===== config.mk =====
export PLATFORM = sky130hd
export DESIGN_NAME = bb_header_parser_flat
export DESIGN_NICKNAME = d
export VERILOG_FILES = /design/src/rtl/bb_header_parser_if.sv /design/src/rtl/bb_header_parser.sv /design/src/flat_wrapper.sv
export SDC_FILE = /design/constraint.sdc
export NUM_CORES = 1
export LEC_CHECK = 0
export ABC_CLOCK_PERIOD_IN_PS = 4300
export CAP_MARGIN = 25
export CORE_MARGIN = 1
export CORE_UTILIZATION = 58
export CTS_CLUSTER_DIAMETER = 50
export CTS_CLUSTER_SIZE = 24
export DETAILED_ROUTE_END_ITERATION = 7
export PLACE_DENSITY_LB_ADDON = 0.15
export SKIP_CTS_REPAIR_TIMING = 1
export SLEW_MARGIN = 10
export SYNTH_ARGS = -nofsm -noshare
export SYNTH_HDL_FRONTEND = slang
export SYNTH_SLANG_ARGS = --single-unit

===== constraint.sdc =====
create_clock -name clk -period 4.3 [get_ports clk]
set_clock_uncertainty 0.15 [all_clocks]
set_input_delay 0.43 -clock clk [delete_from_list [all_inputs] [get_ports clk]]
set_output_delay 0.43 -clock clk [all_outputs]
set_load 0.01 [all_outputs]

===== src/rtl/bb_header_parser_if.sv =====
// Bit-stream input and parsed-header/data-field output bundle for bb_header_parser.
// The master modport is the stream source and result consumer; the slave modport is the parser.
interface bb_header_parser_if #(
    parameter int LEN_W = 16
);
    logic             bit_stream_in;
    logic             valid_in;
    logic [LEN_W-1:0] K_BCH;
    logic             frame_start;
    logic             hdr_valid;
    logic             crc_ok;
    logic [15:0]      matype;
    logic [15:0]      upl;
    logic [15:0]      dfl;
    logic [7:0]       sync;
    logic [15:0]      syncd;
    logic             data_out;
    logic             data_valid;

    modport master (
        output bit_stream_in, valid_in, K_BCH,
        input  frame_start, hdr_valid, crc_ok, matype, upl, dfl, sync, syncd,
               data_out, data_valid
    );

    modport slave (
        input  bit_stream_in, valid_in, K_BCH,
        output frame_start, hdr_valid, crc_ok, matype, upl, dfl, sync, syncd,
               data_out, data_valid
    );
endinterface


===== src/rtl/bb_header_parser.sv =====
// DVB-S2 BBHEADER parser: captures the 80-bit header, checks its CRC-8, forwards
// the DFL data-field bits and drops the padding up to the end of the K_BCH-bit frame.
module bb_header_parser #(
    parameter int         LEN_W    = 16,
    parameter logic [7:0] CRC_POLY = 8'hD5
) (
    input  logic                clk,
    input  logic                rst,
    bb_header_parser_if.slave   bus
);
    typedef enum logic [1:0] {
        ST_HDR  = 2'd0,
        ST_DATA = 2'd1,
        ST_PAD  = 2'd2
    } state_t;

    localparam logic [LEN_W-1:0] HDR_LEN  = LEN_W'(80);
    localparam logic [LEN_W-1:0] CRC_BITS = LEN_W'(72);
    localparam logic [LEN_W-1:0] HDR_LAST = LEN_W'(79);

    function automatic logic [7:0] crc8_step(input logic [7:0] crc, input logic b);
        logic fb;
        fb = crc[7] ^ b;
        return {crc[6:0], 1'b0} ^ (fb ? CRC_POLY : 8'h00);
    endfunction

    state_t           state_q;
    logic [LEN_W-1:0] bit_cnt_q,   bit_cnt_d;
    logic [LEN_W-1:0] frame_len_q, frame_len_d;
    logic [7:0]       crc_q,       crc_d;
    logic [79:0]      shreg_q;
    logic [15:0]      data_cnt_q;
    logic             frame_start_q, hdr_valid_q, crc_ok_q, data_out_q, data_valid_q;
    logic [15:0]      matype_q, upl_q, dfl_q, syncd_q;
    logic [7:0]       sync_q;

    logic             first_bit_s, frame_end_s, hdr_last_s, rx_ok_s;
    logic [LEN_W-1:0] k_clamp_s;
    logic [7:0]       crc_base_s;
    logic [79:0]      hdr_word_s;

    // Frame position, clamped frame length and CRC progression for the bit on the input.
    always_comb begin
        first_bit_s = (bit_cnt_q == '0);
        k_clamp_s   = (bus.K_BCH < HDR_LEN) ? HDR_LEN : bus.K_BCH;
        frame_len_d = first_bit_s ? k_clamp_s : frame_len_q;
        frame_end_s = (bit_cnt_q == (frame_len_d - LEN_W'(1)));
        bit_cnt_d   = frame_end_s ? '0 : (bit_cnt_q + LEN_W'(1));
        crc_base_s  = first_bit_s ? 8'h00 : crc_q;
        crc_d       = (bit_cnt_q < CRC_BITS) ? crc8_step(crc_base_s, bus.bit_stream_in) : crc_q;
        hdr_word_s  = {shreg_q[78:0], bus.bit_stream_in};
        hdr_last_s  = (bit_cnt_q == HDR_LAST);
        // crc_q already covers bits 0..71 by the time bit 79 arrives
        rx_ok_s     = (crc_q == hdr_word_s[7:0]);
    end

    // Parser FSM with registered header fields, pulses and forwarded data.
    always_ff @(posedge clk or negedge rst) begin
        if (!rst) begin
            state_q       <= ST_HDR;
            bit_cnt_q     <= '0;
            frame_len_q   <= HDR_LEN;
            crc_q         <= 8'h00;
            shreg_q       <= 80'h0;
            data_cnt_q    <= 16'h0000;
            frame_start_q <= 1'b0;
            hdr_valid_q   <= 1'b0;
            crc_ok_q      <= 1'b0;
            data_out_q    <= 1'b0;
            data_valid_q  <= 1'b0;
            matype_q      <= 16'h0000;
            upl_q         <= 16'h0000;
            dfl_q         <= 16'h0000;
            sync_q        <= 8'h00;
            syncd_q       <= 16'h0000;
        end else begin
            frame_start_q <= 1'b0;
            hdr_valid_q   <= 1'b0;
            data_valid_q  <= 1'b0;
            if (bus.valid_in) begin
                bit_cnt_q     <= bit_cnt_d;
                frame_len_q   <= frame_len_d;
                crc_q         <= crc_d;
                frame_start_q <= first_bit_s;
                case (state_q)
                    ST_HDR: begin
                        shreg_q <= hdr_word_s;
                        if (hdr_last_s) begin
                            hdr_valid_q <= 1'b1;
                            matype_q    <= hdr_word_s[79:64];
                            upl_q       <= hdr_word_s[63:48];
                            dfl_q       <= hdr_word_s[47:32];
                            sync_q      <= hdr_word_s[31:24];
                            syncd_q     <= hdr_word_s[23:8];
                            crc_ok_q    <= rx_ok_s;
                            data_cnt_q  <= 16'h0000;
                            if (frame_end_s) begin
                                state_q <= ST_HDR;
                            end else if (rx_ok_s && (hdr_word_s[47:32] != 16'h0000)) begin
                                state_q <= ST_DATA;
                            end else begin
                                state_q <= ST_PAD;
                            end
                        end else begin
                            state_q <= ST_HDR;
                        end
                    end
                    ST_DATA: begin
                        data_out_q   <= bus.bit_stream_in;
                        data_valid_q <= 1'b1;
                        data_cnt_q   <= data_cnt_q + 16'd1;
                        // frame end wins, which truncates an oversized DFL
                        if (frame_end_s) begin
                            state_q <= ST_HDR;
                        end else if ((data_cnt_q + 16'd1) == dfl_q) begin
                            state_q <= ST_PAD;
                        end else begin
                            state_q <= ST_DATA;
                        end
                    end
                    ST_PAD: begin
                        if (frame_end_s) begin
                            state_q <= ST_HDR;
                        end else begin
                            state_q <= ST_PAD;
                        end
                    end
                    default: begin
                        state_q <= ST_HDR;
                    end
                endcase
            end
        end
    end

    assign bus.frame_start = frame_start_q;
    assign bus.hdr_valid   = hdr_valid_q;
    assign bus.crc_ok      = crc_ok_q;
    assign bus.matype      = matype_q;
    assign bus.upl         = upl_q;
    assign bus.dfl         = dfl_q;
    assign bus.sync        = sync_q;
    assign bus.syncd       = syncd_q;
    assign bus.data_out    = data_out_q;
    assign bus.data_valid  = data_valid_q;
endmodule


===== src/flat_wrapper.sv =====
// flat-port wrapper written by rule: the top's interface ports become plain ports
module bb_header_parser_flat 
#(
    parameter int         LEN_W    = 16,
    parameter logic [7:0] CRC_POLY = 8'hD5
)
  (clk, rst, bus_bit_stream_in, bus_valid_in, bus_K_BCH, bus_frame_start, bus_hdr_valid, bus_crc_ok, bus_matype, bus_upl, bus_dfl, bus_sync, bus_syncd, bus_data_out, bus_data_valid);
  bb_header_parser_if #(.LEN_W(LEN_W)) bus_i ();
  input  logic clk;
  input  logic rst;
  input wire logic [$bits(bus_i.bit_stream_in)-1:0] bus_bit_stream_in;
  input wire logic [$bits(bus_i.valid_in)-1:0] bus_valid_in;
  input wire logic [$bits(bus_i.K_BCH)-1:0] bus_K_BCH;
  output wire logic [$bits(bus_i.frame_start)-1:0] bus_frame_start;
  output wire logic [$bits(bus_i.hdr_valid)-1:0] bus_hdr_valid;
  output wire logic [$bits(bus_i.crc_ok)-1:0] bus_crc_ok;
  output wire logic [$bits(bus_i.matype)-1:0] bus_matype;
  output wire logic [$bits(bus_i.upl)-1:0] bus_upl;
  output wire logic [$bits(bus_i.dfl)-1:0] bus_dfl;
  output wire logic [$bits(bus_i.sync)-1:0] bus_sync;
  output wire logic [$bits(bus_i.syncd)-1:0] bus_syncd;
  output wire logic [$bits(bus_i.data_out)-1:0] bus_data_out;
  output wire logic [$bits(bus_i.data_valid)-1:0] bus_data_valid;
  assign bus_i.bit_stream_in = bus_bit_stream_in;
  assign bus_i.valid_in = bus_valid_in;
  assign bus_i.K_BCH = bus_K_BCH;
  assign bus_frame_start = bus_i.frame_start;
  assign bus_hdr_valid = bus_i.hdr_valid;
  assign bus_crc_ok = bus_i.crc_ok;
  assign bus_matype = bus_i.matype;
  assign bus_upl = bus_i.upl;
  assign bus_dfl = bus_i.dfl;
  assign bus_sync = bus_i.sync;
  assign bus_syncd = bus_i.syncd;
  assign bus_data_out = bus_i.data_out;
  assign bus_data_valid = bus_i.data_valid;
  bb_header_parser #(.LEN_W(LEN_W), .CRC_POLY(CRC_POLY)) u_core (.clk(clk), .rst(rst), .bus(bus_i));
endmodule

== After elaboration in Yosys (flattened, before gate mapping) ==
Cells that the tools add are included.
Widths: inputs -> output; s select.

* Flip-flop bits (word level): 214
* Bits in latches: 0
* RAM bits: 0
* ROM bits: 0
* Input port bits: 20
* Word-level logic and storage cells: 60
* Memories: 0

* Add/subtract/negate cells: 3
* Multipliers: 0
* Div/mod/pow operators: 0
* $lt $le $gt $ge: 2
* Equal/unequal tests: 7
* Shifts and indexed selects: 0
* Muxes and demuxes: 20
* Bitwise gates (word level): 2
* Reduce and logical (&&, ||, !) cells: 10

{| class="wikitable"
|+ Operators by type and width
! kind !! number
|-
| $mux 16 || 4
|-
| $add 16x1->16 const B || 2
|-
| $eq 16x16->1 || 2
|-
| $lt 16x7->1 const B || 2
|-
| $pmux 16 s2 || 1
|-
| $eq 16x7->1 const B || 1
|-
| $logic_not 16->1 || 1
|-
| $mux 8 || 2
|-
| $reduce_bool 16->1 || 1
|-
| $sub 16x1->16 const B || 1
|-
| $mux 2 || 6
|-
| $eq 8x8->1 || 1
|-
| $xor 8x8->8 || 1
|-
| $mux 1 || 6
|-
| $pmux 2 s3 || 1
|-
| $reduce_and 2->1 || 3
|-
| $reduce_and 3->1 || 2
|-
| $eq 2x1->1 const B || 1
|-
| $eq 2x2->1 const B || 1
|-
| $logic_not 2->1 || 1
|-
| $ne 2x1->1 const B || 1
|-
| $reduce_bool 2->1 || 1
|-
| $logic_and 1x1->1 || 1
|-
| $xor 1x1->1 || 1
|}

== Longest topological paths before layout ==
* Depth in word-level cells: 8
* Mapped depth: 18
* Gate-level depth less buffers: 15

== Worst setup path after synthesis ==
OpenSTA, ideal clock, no wires.

* Path type: reg-to-reg
* Start point: register u_core.bit_cnt_q[0]
* End point: register u_core.state_q[1]
* Data arrival time: 3278 ps
* Data required time: 4029 ps
* Slack: 751 ps
* Cell stages (with the launch flop): 18
* Path buffers: 3
* Period minus slack after synthesis: 3549 ps
* Cells stage by stage: dfrtp_1 inv_1 ha_1 nor3b_1 nand4_1 buf_2 clkbuf_1 a21oi_1 ha_1 xor2_1 xor2_1 a211oi_1 o211ai_1 and2b_1 nand4b_1 nor4_4 buf_6 nor2_2

* Word-level cells in the longest chain between the ends: 7
* Elaborated cells between the ends (all ways): 10
* Classes of those cells: add/sub: 1; eq/ne: 2; mux: 6; reduce/logical: 1

{| class="wikitable"
|+ RTL lines
! element !! RTL line !! RTL
|-
| start, declared || bb_header_parser.sv:28 || <nowiki>logic [LEN_W-1:0] bit_cnt_q, bit_cnt_d;</nowiki>
|-
| start signal, assigned || bb_header_parser.sv:81 || <nowiki>bit_cnt_q <= bit_cnt_d;</nowiki>
|-
| $logic_not 16->1 || bb_header_parser.sv:44 || <nowiki>first_bit_s = (bit_cnt_q == '0);</nowiki>
|-
| $mux 16 || bb_header_parser.sv:46 || <nowiki>frame_len_d = first_bit_s ? k_clamp_s : frame_len_q;</nowiki>
|-
| $sub 16x1->16 || bb_header_parser.sv:47 || <nowiki>frame_end_s = (bit_cnt_q == (frame_len_d - LEN_W'(1)));</nowiki>
|-
| $eq 16x16->1 || bb_header_parser.sv:47 ||
|-
| $mux 2 || bb_header_parser.sv:97 || <nowiki>if (frame_end_s) begin</nowiki>
|-
| $mux 2 || bb_header_parser.sv:88 || <nowiki>if (hdr_last_s) begin</nowiki>
|-
| $pmux 2 s3 * || bb_header_parser.sv:85 || <nowiki>case (state_q)</nowiki>
|-
| end signal, assigned || bb_header_parser.sv:98 || <nowiki>state_q <= ST_HDR;</nowiki>
|-
| end signal, assigned || bb_header_parser.sv:100 || <nowiki>state_q <= ST_DATA;</nowiki>
|-
| end signal, assigned || bb_header_parser.sv:102 || <nowiki>state_q <= ST_PAD;</nowiki>
|-
| end, declared || bb_header_parser.sv:27 || <nowiki>state_t state_q;</nowiki>
|}

Every way passes the cells marked *; elsewhere a longest branch is shown, timed or not.
A chain may end at the register's enable or synchronous reset.

== Final worst setup path ==
* Start point: register u_core.bit_cnt_q[0]
* End point: register u_core.bit_cnt_q[11]

* Word-level cells in the longest chain between the ends: 5
* Elaborated cells between the ends (all ways): 6
* Classes of those cells: add/sub: 2; eq/ne: 1; mux: 2; reduce/logical: 1

{| class="wikitable"
|+ RTL lines
! element !! RTL line !! RTL
|-
| $logic_not 16->1 || bb_header_parser.sv:44 ||
|-
| $mux 16 || bb_header_parser.sv:46 ||
|-
| $sub 16x1->16 || bb_header_parser.sv:47 ||
|-
| $eq 16x16->1 || bb_header_parser.sv:47 ||
|-
| $mux 16 * || bb_header_parser.sv:48 || <nowiki>bit_cnt_d = frame_end_s ? '0 : (bit_cnt_q + LEN_W'(1));</nowiki>
|}

Marks and branches as above.

==> run summary <==
Post-Syn Instances - 1017
CTS tree - built
Routed Wire Length - 21.83 mm
Met1 wire length - 10.40 mm
Via count - 7531
Post-synth ARST share - 1.000
Final-report hold violation count - 0
WS Path Type - reg2reg
Io pins - 97
Pin count of the biggest net entering global routing - 101
Count of final setup violators - 0
R2R depth - 15
Initial antenna violation count - 0
Worst Setup End Kind - flop
Global-route wire length before repair - 36.34 mm
Area Growth Syn to Fin - 19.09%
Post-synthesis cell type count - 71
Die area - 18320 um2
Min-Delay Path Class - reg2reg
Leading area contributor after synthesis - dfrtp_1
Clock buffer count from CTS - 22
Final routed DRC violation total - 0
Layout cells sized above 1 - 0.1659
IO buf count - 96
CP max FO - 12
Gr ovfl total - 0
Slew @ Worst Pin - 0.8893 ns
Reg2reg setup slack - 0.61 ns
Ranking of synthesized cells by area - dfrtp_1, nand2_1, mux2_2
Max-slew headroom at the worst pin - 0.3994
EDFF count, synth - 0
Row count - 48
Synthesis Warnings - 0
Yosys reg bits - 214
TNS Setup - 0 ns
Power, Total - 4.795 mW
Antenna Nets Post-Route - 0
Routability cong. - 0.8872
Final instance area - 12280 um2
Seq/Total Area, Yosys - 0.5194
Hold depth - 2
DR WL/cell - 16.15 um
Post-placement cell area - 11520 um2
Total Routing Usage GR - 0.2462
Yosys top cell area share - 0.5143
Top routing layer used - met4
Final nets - 1135
Outcome - finished, final reports clean
Startpoint Class - flop
Starting Density - 0.5943
Final min period - 3.686 ns
Main synth FF type - dfrtp_1
Pwr per Cell Area - 390.4 nW/um2
CORE AREA - 17360 um2
Leak pwr - 5.889 nW
Fmax - 271.3 MHz
Crit path DAT - 3.93 ns
Post-place setup slack - 0.2907 ns
Req. time, crit path - 4.55 ns
Peak supply drop - 0.0003252 V
Clock latency on the worst-skew pair - 0.52 ns
Final HPWL DP - 14.48 mm
Clock transition at the registers of the reported paths - 0.07 ns
Root Buffer - clkbuf_16
Metal2 WL - 9.682 mm
N_diodes - 0
DR pass1 iterations - 4
Slew Viols, Final - 0
DR vias/cell - 5.570
Die W - 135.4 um
Post-Syn Nets - 1041
Vias in the first global route - 7133
Synth Area per Inst - 10.14 um2
Max-cap violation count - 0
Mapped cell area - 10310 um2
Clk sinks - 214
Buffer depth of the longest clock path - 3
# H-tree levels - 1
Die Ht - 135.4 um
DR WL met3 - 1.261 mm
DR iter-0 viols - 503
Tcrit/Tclk final - 0.8572
PnR worst setup slack - 0.6140 ns
RSZ-0062 raised after global routing - false
report_power, final:
part / internal [mW] / leakage, nW / switching, mW
clock network: 1.02 / 0.360 / 0.897
registers: 2.17 / 2.91 / 0.153
logic: 0.292 / 2.62 / 0.261
per-layer routing:
metal / GRT usage / vias to the layer above
met5: 0 / -
met4: 0.05805 / 0
met3: 0.05200 / 40
met2: 0.3738 / 183
met1: 0.3620 / 3639
li1: - / 3669
metrics by stage:
step	hold WS, ns	std cells	utilization
6_report	0.3148	1352	0.7078
3_3_place_gp	0.2993	1310	0.6636
5_1_grt	0.3358	1352	0.7078
3_5_place_dp	0.3048	1310	0.6636
4_1_cts	-0.1760	1350	0.7067
2_1_floorplan	-0.01559	1017	-
critical path, cell delays in order, from the launching register on:
cell and delay [ns]:
dfrtp_1 0.45, inv_1 0.11, ha_1 0.15, nor3b_1 0.33
nand4_1 0.28, a21oi_1 0.27, ha_1 0.22, xor2_1 0.26
xor2_1 0.12, a211oi_1 0.21, o211ai_1 0.14, and2b_1 0.23
nand4b_1 0.18, nor4_4 0.23, buf_12 0.19, nor2b_1 0.05
placed cells by master (no fill, tap or decap), drive strengths merged, types with 22 or more instances in the layout:
master           n
mux2            88
xor2            25
nor2            44
nand2          283
o21ai           57
xnor2           49
clkbuf          24
dfrtp          212
buf             23
clkdlybuf4s50   95
inv             22
worst paths after layout:
path	startpoint	to
max	u_core.bit_cnt_q[0]	u_core.bit_cnt_q[11]
min	u_core.bus.syncd[8]	u_core.bus.syncd[8]
max reg2reg	u_core.bit_cnt_q[0]	u_core.bit_cnt_q[11]
min reg2reg	u_core.bus.syncd[8]	u_core.bus.syncd[8]
max in group asynchronous	rst	u_core.crc_q[0]
min in group asynchronous	rst	u_core.frame_len_q[7]
registers in the layout (all words and copies together) (netlist names), 16 cells and up:
register            cells
u_core.data_cnt_q      16
u_core.bit_cnt_q       16
u_core.bus.dfl         16
u_core.bus.upl         16
u_core.shreg_q         79
u_core.bus.syncd       16
u_core.bus.matype      16
u_core.frame_len_q     16
final cells by class:
class                      count  area, um2
clock buffer                  24      568.0
timing repair buffer         119       1179
tap                          225      281.5
clock inverter                16      180.2
fill                        1326       5072
inverter                      15      56.30
sequential                   214       5358
multi-input combinational    739       4662
synthesized netlist by cell type (all sizes together), types with 5 or more instances:
| cell type | instances |
|---|---|
| clkbuf | 38 |
| dfrtp | 212 |
| nor4 | 19 |
| nand2b | 5 |
| o21ai | 57 |
| xnor2 | 49 |
| inv | 15 |
| nor3 | 16 |
| nand4 | 14 |
| nor2 | 44 |
| mux2 | 88 |
| nand3 | 14 |
| buf | 11 |
| nand2 | 283 |
| mux2i | 14 |
| or4 | 7 |
| a21oi | 14 |
| o31ai | 9 |
| xor2 | 25 |
| and3 | 10 |
kinds of logic after synthesis:
group | share of synthesized area
buf+inv | 0.03008
fa+ha+maj | 0.004852
compound gates | 0.07424
flops | 0.5194
xor+xnor | 0.06283
simple gates | 0.1989
mux | 0.1097
Power figures use the tool's default switching activity.
